### src/rtl/lsu_arbiter.sv
// lsu_arbiter: round-robin two-requester LSU port arbiter with bounded lock and read-return routing
module lsu_arbiter #(
  parameter int ADDR_W = 32,
  parameter int DATA_W = 32,
  parameter int MAX_HOLD = 4,
  parameter logic [ADDR_W-1:0] IO_BASE = 32'h00001C00,
  parameter logic [ADDR_W-1:0] IO_LAST = 32'h00001C0F
) (
  input  logic              i_clk,
  input  logic              i_rst,
  input  logic              i_req0,
  input  logic              i_wren0,
  input  logic              i_lock0,
  input  logic [ADDR_W-1:0] i_addr0,
  input  logic [DATA_W-1:0] i_wdata0,
  output logic              o_gnt0,
  output logic              o_rvalid0,
  output logic [DATA_W-1:0] o_rdata0,
  input  logic              i_req1,
  input  logic              i_wren1,
  input  logic              i_lock1,
  input  logic [ADDR_W-1:0] i_addr1,
  input  logic [DATA_W-1:0] i_wdata1,
  output logic              o_gnt1,
  output logic              o_rvalid1,
  output logic [DATA_W-1:0] o_rdata1,
  output logic [ADDR_W-1:0] o_lsu_addr,
  output logic [DATA_W-1:0] o_st_data,
  output logic              o_lsu_wren,
  output logic              o_io_wren,
  input  logic [DATA_W-1:0] i_ld_data,
  output logic              o_busy
);
  localparam logic [3:0] MAX_H = 4'(MAX_HOLD);
  logic last_owner, locked, both, force_sw, sel1, accept, owner_req;
  logic a_wren, a_lock, io_hit;
  logic [3:0] hold_cnt;
  logic [ADDR_W-1:0] a_addr;
  logic [DATA_W-1:0] a_wdata, rd0_q, rd1_q;
  logic tag1_v, tag1_o, tag2_v, tag2_o;
  // grant selection and accepted-request mux; a forced switch fires once the lock holder hits the bound
  always_comb begin
    both = i_req0 & i_req1;
    force_sw = both & locked & (hold_cnt >= MAX_H);
    sel1 = both ? ((locked & ~force_sw) ? last_owner : ~last_owner) : i_req1;
    o_gnt1 = ~i_rst & i_req1 & sel1;
    o_gnt0 = ~i_rst & i_req0 & ~sel1;
    accept = o_gnt0 | o_gnt1;
    owner_req = last_owner ? i_req1 : i_req0;
    a_addr = o_gnt1 ? i_addr1 : i_addr0;
    a_wdata = o_gnt1 ? i_wdata1 : i_wdata0;
    a_wren = o_gnt1 ? i_wren1 : i_wren0;
    a_lock = o_gnt1 ? i_lock1 : i_lock0;
    io_hit = (a_addr >= IO_BASE) && (a_addr <= IO_LAST);
  end
  // issue registers, read-tag shift, held load data and lock/ownership state
  always_ff @(posedge i_clk) begin
    if (i_rst) begin
      o_lsu_addr <= '0;
      o_st_data <= '0;
      o_lsu_wren <= 1'b0;
      o_io_wren <= 1'b0;
      tag1_v <= 1'b0;
      tag1_o <= 1'b0;
      tag2_v <= 1'b0;
      tag2_o <= 1'b0;
      rd0_q <= '0;
      rd1_q <= '0;
      last_owner <= 1'b1;
      locked <= 1'b0;
      hold_cnt <= '0;
    end else begin
      o_lsu_wren <= accept & a_wren;
      o_io_wren <= accept & a_wren & io_hit;
      if (accept) begin
        o_lsu_addr <= a_addr;
        o_st_data <= a_wdata;
      end
      tag1_v <= accept & ~a_wren;
      tag1_o <= o_gnt1;
      tag2_v <= tag1_v;
      tag2_o <= tag1_o;
      if (tag2_v & ~tag2_o) rd0_q <= i_ld_data;
      if (tag2_v & tag2_o) rd1_q <= i_ld_data;
      if (accept) begin
        last_owner <= o_gnt1;
        locked <= force_sw ? 1'b0 : a_lock;
        hold_cnt <= (!force_sw && o_gnt1 == last_owner && locked) ? ((hold_cnt == 4'hF) ? 4'hF : hold_cnt + 4'd1) : 4'd1;
      end else if (!owner_req) begin
        locked <= 1'b0;
      end
    end
  end
  assign o_rvalid0 = tag2_v & ~tag2_o;
  assign o_rvalid1 = tag2_v & tag2_o;
  assign o_rdata0 = o_rvalid0 ? i_ld_data : rd0_q;
  assign o_rdata1 = o_rvalid1 ? i_ld_data : rd1_q;
  assign o_busy = tag1_v | tag2_v | o_lsu_wren;
endmodule

### config.mk
export PLATFORM = sky130hd
export DESIGN_NAME = lsu_arbiter
export DESIGN_NICKNAME = d
export VERILOG_FILES = /design/src/rtl/lsu_arbiter.sv
export SDC_FILE = /design/constraint.sdc
export NUM_CORES = 1
export LEC_CHECK = 0
export CAP_MARGIN = 20
export CORE_ASPECT_RATIO = 2
export CORE_UTILIZATION = 41
export CTS_CLUSTER_SIZE = 28
export DETAILED_ROUTE_END_ITERATION = 10
export PLACE_DENSITY_LB_ADDON = 0.05
export SYNTH_ARGS = -nofsm -noshare
export SYNTH_HDL_FRONTEND = slang
export SYNTH_SLANG_ARGS = --single-unit
export TNS_END_PERCENT = 5
### constraint.sdc
create_clock -name i_clk -period 2 [get_ports i_clk]
set_input_delay 0.4 -clock i_clk [delete_from_list [all_inputs] [get_ports i_clk]]
set_output_delay 0.4 -clock i_clk [all_outputs]
set_load 0.02 [all_outputs]
# After elaboration in Yosys (flattened, before gate mapping)
# Index checks and enable logic that the tools add are counted.
[word_totals]
output_inout_bits = 135
latch_bits = 0
n_memories = 0
mem_bits_rw = 0
ff_bits = 140
in_bits = 168
wordCells = 60
mem_bits_ro = 0
[classes]
div_mod_pow = 0
n_addsub = 1
muxes = 14
n_mul = 0
n_eq_ne = 3
n_bitwise = 22
n_lt_le_gt_ge = 3
shift = 0
reduce_logical = 4
[op_table]
columns = ["cell", "n"]
rows = [
  ["two-way mux 32 bit", 4],
  [">= comparator 32 x 13 -> 1 bit, second input constant", 1],
  ["less-or-equal comparator 32 x 13 -> 1 bit, second input constant", 1],
  ["bitwise AND 1 bit", 13],
  ["two-way mux 1 bit", 8],
  ["two-way mux 4 bit", 2],
  ["NOT 1 bit", 6],
  ["adder 4 x 1 -> 4 bit, second input constant", 1],
  ["== test 4 bit, second input constant", 1],
  [">= comparator 4 x 3 -> 1 bit, second input constant", 1],
  ["logical AND 1 bit", 3],
  ["OR 1 bit", 3],
  ["!= test 2 bit, second input constant", 1],
  ["== test 1 bit", 1],
  ["logical NOT 1 bit", 1],
]

# Longest topological paths before layout
# Gate-level depths: netlist of the first run.
[depth]
depth_word = 12
depth_mapped = 6
ltp_nobuf = 4

# Least setup slack after synthesis of the first run
# No wires, ideal clock.
[synth_timing]
path_kind = "register to output"
startpoint = "register hold_cnt[3]"
endpoint = "output o_gnt0"
required_ns = 1.600
stages_incl_launch_ff = 6
setup_slack_ns = -0.001
t_arrival_ns = 1.601
n_path_buf = 1
path_cell_list = "dfxtp_1 -> nor3b_2 -> mux2_4 -> buf_2 -> nor2_1 -> nor3_1"
[synth_between]
elab_chain_len = 8
[synth_lines]
columns = ["element", "line_no", "text"]
rows = [
  ["from (decl)", "37", "logic [3:0] hold_cnt;"],
  ["from (signal assigned)", "88", "hold_cnt <= (!force_sw && o_gnt1 == last_owner && locked) ? ((hold_cnt == 4'hF) ? 4'hF : hold_cnt + 4'd1) : 4' ..."],
  [">= comparator 4 x 3 -> 1 bit", "44", "force_sw = both & locked & (hold_cnt >= MAX_H);"],
  ["bitwise AND 1 bit", "44", ""],
  ["NOT 1 bit", "45", "sel1 = both ? ((locked & ~force_sw) ? last_owner : ~last_owner) : i_req1;"],
  ["bitwise AND 1 bit", "45", ""],
  ["two-way mux 1 bit (2 in series)", "45", ""],
  ["NOT 1 bit", "47", "o_gnt0 = ~i_rst & i_req0 & ~sel1;"],
  ["bitwise AND 1 bit", "47", ""],
  ["to (decl)", "16", "output logic o_gnt0,"],
]
# No other way between the ends.

# Final worst setup path of the first run
[layout_timing]
startpoint = "register hold_cnt[2]"
endpoint = "output o_gnt0"
# Same word-level chain as after synthesis.

==> results of run 1 <==
[metal layers]
layer	track usage	vias up	part of all wire
li1	-	3038	-
met4	0.1574	0	0.057
met3	0.07696	74	0.061
met1	0.2706	3128	0.34
met2	0.4968	279	0.54
met5	0	-	0
[per-stage QoR]
step	worst slack, ns	instances	TNS, ns
after floorplan	0.07735	661	0
after global placement	-0.1839	1131	-2.793
after CTS	-0.1881	1166	-3.961
after global routing	-0.1367	1172	-4.409
after detailed placement	-0.1880	1131	-3.597
final	-0.08153	1172	-1.661
[synth_stat cells (2+ instances only)]
cell type / number
nor3_1: 129
mux2_2: 53
a211o_1: 2
nand2_1: 4
nand3_1: 3
mux2_1: 11
a221oi_1: 63
and3_1: 3
nor4b_1: 3
nor2b_1: 67
nor2_1: 6
buf_2: 10
or3_1: 2
buf_1: 3
dfxtp_1: 140
nor4_1: 9
o2111ai_1: 2
o21ai_1: 4
and2_1: 65
a21oi_1: 4
inv_1: 4
a31oi_1: 3
clkbuf_1: 51
[what timing repair did]
item / in CTS / in global routing
setup endpoints to repair: 69 / 62
gates cloned: 1 / 2
buffers inserted: 2 / 4
gates resized for setup: 274 / 87
pin swaps: 0 / 1
[kinds of logic after synthesis]
logic type,Yosys count,share of synthesized area
muxes,66,0.1190
and+or+nand+nor,299,0.2724
DFF,140,0.4473
adders and majority gates,1,0.001996
buffers and inverters,68,0.04273
AOI/OAI and AO/OA,86,0.1152
xor gates and xnor gates,1,0.001398
[worst min path at each step]
stage / depth (start not counted) / startpoint / slack (ns) / to
final: 1 / tag1_o / 0.44 / tag2_o
after global routing: 4 / i_req1 / 0.47 / last_owner
after CTS: 1 / tag1_o / 0.44 / tag2_o
after detailed placement: 1 / tag1_o / 0.43 / tag2_o
after global placement: 1 / tag1_o / 0.42 / tag2_o
after floorplan: 1 / tag1_o / 0.41 / tag2_o
[power breakdown]
group          internal [mW]  total (mW)  leakage (nW)  switching, mW
Combinational          0.906        1.70          2.77          0.798
Sequential              2.94        3.01          1.15         0.0713
Clock                   1.80        3.17         0.284           1.37
Total                   5.64        7.89          4.20           2.24
[flip-flops by register name, summed over array words and instances (netlist names)]
| register | cells |
|---|---|
| hold_cnt | 4 |
| o_io_wren | 1 |
| tag1_v | 1 |
| locked | 1 |
| tag1_o | 1 |
| tag2_v | 1 |
| rd0_q | 32 |
| last_owner | 1 |
| rd1_q | 32 |
| o_lsu_addr | 32 |
| o_st_data | 32 |
| tag2_o | 1 |
| o_lsu_wren | 1 |
[area by class of cell]
type	count	area, sq um	area share
multi-input cells	453	3395	0.3266
well taps	195	244.0	0.02347
flip-flops and latches	140	2814	0.2707
inverters	4	15.01	0.001444
repair buffers	348	3339	0.3213
clock inverters	14	148.9	0.01432
clock buffers	18	439.2	0.04225
==> metrics.txt, run 1 <==
outcome complete, but fails checks; violated checks setup timing; worst r2r src hold_cnt[2]; first-pass GRT wire length about 33000 um; IO Pins between 300 and 400; slowest stage cell, crit path mux2_4; row count between 60 and 70; largest net degree at the start of global routing 67; Yosys top cell by area dfxtp_1; top cells by area, synth dfxtp_1 45%, nor3_1 10%, mux2_2 9.5%, a221oi_1 8.8%, nor2b_1 6.7%; Tightest Pin Transition between 0.6 and 0.7 ns; Overall Power 7.887 mW; number of I/O port buffers approximately 300; Inserted Clock Buffers 17; H-tree levels 4; GRT Util Overall 0.2751; Clock Sinks 140; crit share post-route 1.041; maximum vdd drop 562.6 uV; Via density around 5.6; most common cell after layout, fill and taps aside clkdlybuf4s50_1; Die X just under 90 um; DRT antenna net count 0; Async SR Flop Fraction 0; Final Max Tran Viols 0; Initial Util 0.4206; hold-fix buffers at CTS 0; initial drt markers between 200 and 300; Top delay family on crit path simple AND/OR/NAND/NOR gates; final hold viol count 0; RSZ-0062 raised after global routing true; number of remaining DRC errors 0; top cell type's share of synthesized area 0.4473; Max Freq slightly below 500 MHz; clock-pin slew on the worst setup and hold paths about 0.060 ns; Routed Wire Length around 22000 um; CP Capture Type output port; maximum clock insertion buffer count 2; Routability Congestion between 0.9 and 1; initial antenna violation count 0; crit path DAT roughly 1.7 ns; Cell Pwr Density 758.7 nW/um^2; Setup CP Type reg2out; max_cap viols 0; Die ar. between 15000 and 20000 sq um; fin crit period 2.082 ns; Max-Slew Margin vs Limit 0.5718; number of global-route vias before repair 6758; Fin Clk Skew 0.01320 ns; DIE HEIGHT roughly 180 um; HP Class reg2reg; synth unique cells 43; sequential fraction of the synthesis area 0.4473; Post-Syn Instances approximately 660; LEAKAGE 4.205 nW; gr ovfl total 0; Synth Net Count slightly above 800; clock root buffer clkbuf_16; Yosys reg bits 140; CP peak stage delay 0.37 ns; Area after DPL between 9000 and 10000 sq um; Final Instance Area approximately 10000 sq um; flop2flop setup slack 0.01 ns; Worst R2R End o_io_wren; YS warnings 0; most frequent cells in the layout 230 x clkdlybuf4s50_1, 135 x dfxtp_1, 128 x nor3_1; min setup slack post-route -0.08153 ns; drt first pass iters 5; Core ar. 14900 sq um; Avg Cell Area, Syn 9.480 sq um; Synth Cell Area about 6300 sq um; Vias between 6000 and 7000; crit path to o_gnt0; cell chain of the critical path nor3b_4, mux2_4, nor2_4, nor3_2, buf_12; Antenna Cells 0; layout cells sized above 1 0.2272; EDFF count, synth 0; HPWL Detailed between 15000 and 20000 um; worst hold slack about 0.44 ns; Post-synth top flop dfxtp_1; CTS tree yes; area grow syn2layout 65.90%; Clock Latency Late Sink ~0.41 ns; CP Launch Type register; CP bufs+invs 1; # setup viols final 38; Worst EP required 1.60 ns; worst-path maximum fanout 4; Worst setup startpoint hold_cnt[2]; Core Util, Final 0.6977; Wirelength per Cell around 19 um; R2R depth 5; final net count roughly 1100; # fillers roughly 1200; CP Depth 5
No activity file was read; power rests on OpenSTA's default activity.
==> run 2, diff against run 1 <==
--- a/config.mk
+++ b/config.mk
@@ -7,6 +7,7 @@
 export LEC_CHECK = 0
 export CAP_MARGIN = 20
 export CORE_ASPECT_RATIO = 2
+export CORE_MARGIN = 2
 export CORE_UTILIZATION = 41
 export CTS_CLUSTER_SIZE = 28
 export DETAILED_ROUTE_END_ITERATION = 10
==> run 2 against run 1 <==
  * Critical endpoint is now o_rdata0[0]
  * Via count shrank 2.7%
  * Sequential power is essentially flat
  * Cell area shrank 0.35%
  * Fmax shrank 0.58%
  * Critical path depth is the same
  * The flow still finishes with violations (setup timing)
  * Hold slack lost 0.010 ns
  * Worst setup slack lost 0.012 ns
  * Die area grew 3.4%
  * Sequential cell count is the same
  * Routed wire length shrank 5.2%
  * Utilization shrank 1.3 points
  * Clock-buffer cell count grew 1
==> metrics.txt, run 2 (synthesized netlist as in run 1, its figures left out) <==
H-tree levels 4 (unchanged); # setup viols final 34 (was 38); number of remaining DRC errors 0 (unchanged); Worst R2R End o_io_wren (unchanged); largest net degree at the start of global routing 81 (was 67); Max-Slew Margin vs Limit 0.4866 (was 0.5718); worst r2r src hold_cnt[2] (unchanged); Vias 6346 (was 6519); max_cap viols 0 (unchanged); worst-path maximum fanout 6 (was 4); worst min-delay path startpoint i_rst (was tag1_o); final setup TNS -2.182 ns (was -1.661 ns); clock root buffer clkbuf_16 (unchanged); flop2flop setup slack 0 ns (was 0.01 ns); clock-pin slew on the worst setup and hold paths 0.06 ns (about the same); Die X 91.42 um (was 89.42 um); first-pass GRT wire length 31800 um (was 33170 um); Clock Latency Late Sink 0.41 ns (about the same); min setup slack post-route -0.09373 ns (was -0.08153 ns); drt first pass iters 5 (unchanged); initial drt markers 284 (was 296); CP peak stage delay 0.36 ns (was 0.37 ns); Max Freq 477.6 MHz (was 480.4 MHz); Hold EP o_lsu_addr[30] (was tag2_o); Tightest Pin Transition 0.7701 ns (was 0.6424 ns); Min-Delay Path Depth 3 (was 1); switching share of power 0.2725 (was 0.2845); CTS tree yes (unchanged); Setup CP Type reg2out (unchanged); clock group share of total power 0.406 (was 0.402); Logic pwr share 0.214 (was 0.216); Worst setup startpoint tag2_v (was hold_cnt[2]); most frequent cells in the layout 230 x clkdlybuf4s50_1, 137 x dfxtp_1, 128 x nor3_1 (was 230 x clkdlybuf4s50_1, 135 x dfxtp_1, 128 x nor3_1); Psw 2.154 mW (was 2.244 mW); crit share post-route 1.047 (was 1.041); outcome complete, but fails checks (unchanged); CP dominant cell by count buf_6; internal power 5.749 mW (was 5.643 mW); number of global-route vias before repair 6133 (was 6758); CP Capture Type output port (unchanged); crit path DAT 1.69 ns (was 1.68 ns); cell chain of the critical path nor2b_4, buf_6, clkbuf_16, mux2_4, buf_6 (was nor3b_4, mux2_4, nor2_4, nor3_2, buf_12); final hold viol count 0 (unchanged); layout cells sized above 1 0.2244 (was 0.2272); GRT Util Overall 0.2412 (was 0.2751); slowest stage cell, crit path dfxtp_4 (was mux2_4); Initial Util 0.4140 (was 0.4206); CP Launch Type register (unchanged); Cell Pwr Density 762.9 nW/um^2 (was 758.7 nW/um^2); Via density 5.401 (was 5.562); HP Class in2reg (was reg2reg); final net count 1132 (was 1133); IO Pins 303 (unchanged); share of power burned in registers 0.380 (was 0.382); initial antenna violation count 0 (unchanged); hold-fix buffers at CTS 0 (unchanged); number of I/O port buffers 302 (unchanged); Die ar. 16350 sq um (was 15810 sq um); maximum clock insertion buffer count 2 (unchanged); fin crit period 2.094 ns (was 2.082 ns); Inserted Clock Buffers 17 (unchanged); RSZ-0062 raised after global routing true (unchanged); Worst EP required 1.60 ns (about the same); DRT antenna net count 0 (unchanged); Routability Congestion 0.8554 (was 0.9108); maximum vdd drop 510.1 uV (was 562.6 uV); LEAKAGE 4.177 nW (was 4.205 nW); Wirelength per Cell 17.97 um (was 19.00 um); HPWL Detailed 13970 um (was 15560 um); row count 64 (was 63); gr ovfl total 0 (unchanged); Final Max Tran Viols 0 (unchanged); Core ar. 15130 sq um (was 14900 sq um); most common cell after layout, fill and taps aside clkdlybuf4s50_1 (unchanged); Fin Clk Skew 0.01151 ns (was 0.01320 ns); violated checks setup timing (unchanged); Clock Sinks 140 (unchanged); Core Util, Final 0.6844 (was 0.6977); area grow syn2layout 65.32% (was 65.90%); worst hold slack 0.4254 ns (was 0.4358 ns); R2R depth 5 (unchanged); DIE HEIGHT 178.8 um (was 176.8 um); Routed Wire Length 21110 um (was 22270 um)
-- run 2: cell count changes in the layout (fill, tap and decap cells not counted), sizes merged --
| cell | change |
|---|---|
| buf | -11 |
| clkbuf | +11 |
| clkinv | -2 |
| bufinv | +1 |
| clkinvlp | +1 |
| diode | +1 |
| inv | -1 |
-- run 2: worst max path at each step --
stage	to	slack, ns	cells after the start
after floorplan	o_gnt1	0.08	4
after global placement	o_io_wren	-0.33	6
after detailed placement	o_io_wren	-0.33	6
after CTS	o_rdata0[31]	-0.24	4
after global routing	o_rdata0[0]	-0.16	5
final	o_rdata0[0]	-0.09	5
-- run 2: routing by layer --
metal	track usage	vias up	wire (um)
met5	0	-	0
met2	0.4010	263	10340
met3	0.07398	34	1743
met4	0.08838	0	526
met1	0.2924	3024	8507
li1	-	3025	-
-- run 2: cell type report --
| type | count | area (sq um) |
|---|---|---|
| fillers | 1231 | 4776 |
| diodes | 1 | 2.502 |
| multi-input cells | 453 | 3339 |
| clock inverters | 13 | 155.1 |
| clock buffers | 19 | 442.9 |
| inverters | 4 | 15.01 |
| flip-flops and latches | 140 | 2809 |
| repair buffers | 347 | 3347 |
| well taps | 198 | 247.7 |
-- run 2: worst max-delay path: cells and delay by family, from the launching register on --
kind / cells / cell delay [ns]
muxes: 1 / 0.32
buffers and inverters: 3 / 0.45
and+or+nand+nor: 1 / 0.15
DFF: 1 / 0.36
-- run 2: power groups by stage --
stage | logic [mW] | registers, mW | clock network, mW
after floorplan | 0.612 | 3.20 | 0
after global placement | 1.62 | 3.06 | 0
after detailed placement | 1.63 | 3.06 | 0
after CTS | 1.61 | 3.00 | 3.27
after global routing | 1.80 | 3.02 | 3.40
final | 1.69 | 3.01 | 3.21
-- run 2: timing repair --
action	in CTS	in global routing
pin swaps	1	0
gates resized for setup	191	160
buffers inserted	1	2
endpoints found under the setup margin	69	67
gates cloned	0	5
-- run 2: stage by stage --
step                      instances  total power [mW]  setup slack, ns  cell area [sq um]
final                          1175             7.903         -0.09373              10360
after global routing           1174             8.225          -0.1616              10360
after CTS                      1167             7.882          -0.2371              10170
after detailed placement       1134             4.691          -0.3307               9649
after global placement         1134             4.673          -0.3271               9649
after floorplan                 661             3.813          0.07735               6271
==> run 3, diff against run 2 <==
--- a/config.mk
+++ b/config.mk
@@ -11,7 +11,9 @@
 export CORE_UTILIZATION = 41
 export CTS_CLUSTER_SIZE = 28
 export DETAILED_ROUTE_END_ITERATION = 10
-export PLACE_DENSITY_LB_ADDON = 0.05
+export PLACE_DENSITY = 0.77
+export SKIP_CTS_REPAIR_TIMING = 1
+export SLEW_MARGIN = 15
 export SYNTH_ARGS = -nofsm -noshare
 export SYNTH_HDL_FRONTEND = slang
 export SYNTH_SLANG_ARGS = --single-unit
==> run 3 against run 2 <==
  * Largest power group unchanged
  * First-iteration DRC count down 13%
  * Critical endpoint is now o_rdata0[5]
  * Fmax up 0.68%
  * Cell area fell by 3.7%
  * Critical path depth fell by 1
  * Non-clock buffer count decreased by 6
  * The run still ends with setup timing left
  * Highest routed layer unchanged
  * Die area unchanged
==> metrics.txt, run 3 (synthesized netlist as in run 1, its figures left out) <==
Worst setup startpoint tag2_v (unchanged); Cell Pwr Density 766.8 nW/um^2 (was 762.9 nW/um^2); Final Max Tran Viols 0 (unchanged); Vias 6302 (was 6346); DIE HEIGHT 178.8 um (unchanged); min setup slack post-route -0.07968 ns (was -0.09373 ns); crit share post-route 1.040 (was 1.047); final hold viol count 0 (unchanged); Die X 91.42 um (unchanged); crit path DAT 1.68 ns (was 1.69 ns); Initial Util 0.4140 (unchanged); Tightest Pin Transition 0.6725 ns (was 0.7701 ns); row count 64 (unchanged); number of I/O port buffers 302 (unchanged); Max Freq 480.8 MHz (was 477.6 MHz); CP Launch Type register (unchanged); HPWL Detailed 14480 um (was 13970 um); area grow syn2layout 59.17% (was 65.32%); CP Capture Type output port (unchanged); flop2flop setup slack 0.04 ns (was 0 ns); RSZ-0062 raised after global routing true (unchanged); number of global-route vias before repair 6314 (was 6133); layout cells sized above 1 0.2082 (was 0.2244); placed insts 1136 (was 1134); worst r2r src locked (was hold_cnt[2]); total area of sequential cells 2808 sq um (was 2809 sq um); crit path to o_rdata0[5] (was o_rdata0[0]); Routed Wire Length 20620 um (was 21110 um); maximum clock insertion buffer count 2 (unchanged); Inserted Clock Buffers 17 (unchanged); Worst R2R End o_io_wren (unchanged); # setup viols final 33 (was 34); Layout Cells excl Fill 1168 (was 1175); gr ovfl total 0 (unchanged); initial antenna violation count 0 (unchanged); Clock Sinks 140 (unchanged); number of remaining DRC errors 0 (unchanged); maximum vdd drop 614.0 uV (was 510.1 uV); Core ar. 15130 sq um (unchanged); DRT antenna net count 0 (unchanged); max_cap viols 0 (unchanged); LEAKAGE 4.122 nW (was 4.177 nW); drt first pass iters 7 (was 5); final net count 1126 (was 1132); GRT Util Overall 0.2417 (was 0.2412); Setup CP Type reg2out (unchanged); Via density 5.396 (was 5.401); most frequent cells in the layout 230 x clkdlybuf4s50_1, 136 x dfxtp_1, 128 x nor3_1 (was 230 x clkdlybuf4s50_1, 137 x dfxtp_1, 128 x nor3_1); Worst EP required 1.60 ns (about the same); dpl ws -0.2074 ns (was -0.3307 ns); Fin Clk Skew 0.008891 ns (was 0.01151 ns); initial drt markers 247 (was 284); H-tree levels 4 (unchanged); violated checks setup timing (unchanged); CTS tree yes (unchanged); HP Class in2reg (unchanged); Max-Slew Margin vs Limit 0.5516 (was 0.4866); outcome complete, but fails checks (unchanged); multi-input logic area 3244 sq um (was 3339 sq um); Wirelength per Cell 17.66 um (was 17.97 um); # fillers 1227 (was 1231); clock-pin slew on the worst setup and hold paths 0.06 ns (about the same); R2R depth 5 (unchanged); most common cell after layout, fill and taps aside clkdlybuf4s50_1 (unchanged); Overall Power 7.647 mW (was 7.903 mW); largest net degree at the start of global routing 69 (was 81); worst-path maximum fanout 27 (was 6); IO Pins 303 (unchanged); Routability Congestion 0.8368 (was 0.8554); Antenna Cells 0 (was 1); Die ar. 16350 sq um (unchanged); Clock Latency Late Sink 0.42 ns (was 0.41 ns); fin crit period 2.080 ns (was 2.094 ns); clock root buffer clkbuf_16 (unchanged); first-pass GRT wire length 31680 um (was 31800 um)
[run 3: cell types whose count changed in the layout (fill, tap and decap cells not counted), moves of 4 or more]
cell and delta:
dlymetal6s2s_1 +8, clkbuf_16 -4, mux2_1 +7, mux2_4 -27, clkbuf_2 +13, mux2_2 +20, buf_6 -22, buf_2 +5
[run 3: critical path, cell delays in order (launching register included)]
cell     delay [ns]
dfxtp_2        0.34
nor2b_4        0.17
buf_12         0.20
mux2_2         0.37
buf_2          0.17
[run 3: power breakdown]
group          internal, mW  switching, mW
clock                  1.79           1.25
combinational         0.831          0.761
sequential             2.94         0.0725
total                  5.56           2.09
[run 3: final cells by class]
type / instances / share of cell area
Timing Repair Buffer: 341 / 0.3096
Clock buffer: 20 / 0.04579
Tap cell: 198 / 0.02484
Clock inverter: 12 / 0.01142
Sequential cell: 140 / 0.2815
Inverter: 4 / 0.001505
Multi-Input combinational cell: 453 / 0.3253
[run 3: worst min-delay path by stage]
stage               startpoint  slack (ns)  depth (start not counted)  endpoint
finish                   i_rst        0.44                          3    tag2_o
global route             i_rst        0.44                          3    tag2_o
CTS                      i_rst        0.43                          3    tag2_o
detailed placement      tag1_o        0.43                          1    tag2_o
global placement        tag1_o        0.44                          1    tag2_o
floorplan               tag1_o        0.41                          1    tag2_o
[run 3: layer usage]
layer	global-route usage	up-vias	share of wire
met3	0.08995	35	0.088
met4	0.1010	0	0.027
met2	0.4041	276	0.48
met1	0.2757	2974	0.40
met5	0	-	0
li1	-	3017	-
[run 3: stage by stage]
stage	instance area, sq um	TNS (ns)	hold WS [ns]	utilization
after floorplan	6271	0	0.4138	-
after global placement	9639	-3.107	0.4380	0.6369
after detailed placement	9639	-3.785	0.4288	0.6369
after CTS	10210	-31.36	0.4299	0.6746
after global routing	9973	-5.014	0.4414	0.6590
final	9973	-2.143	0.4360	0.6590
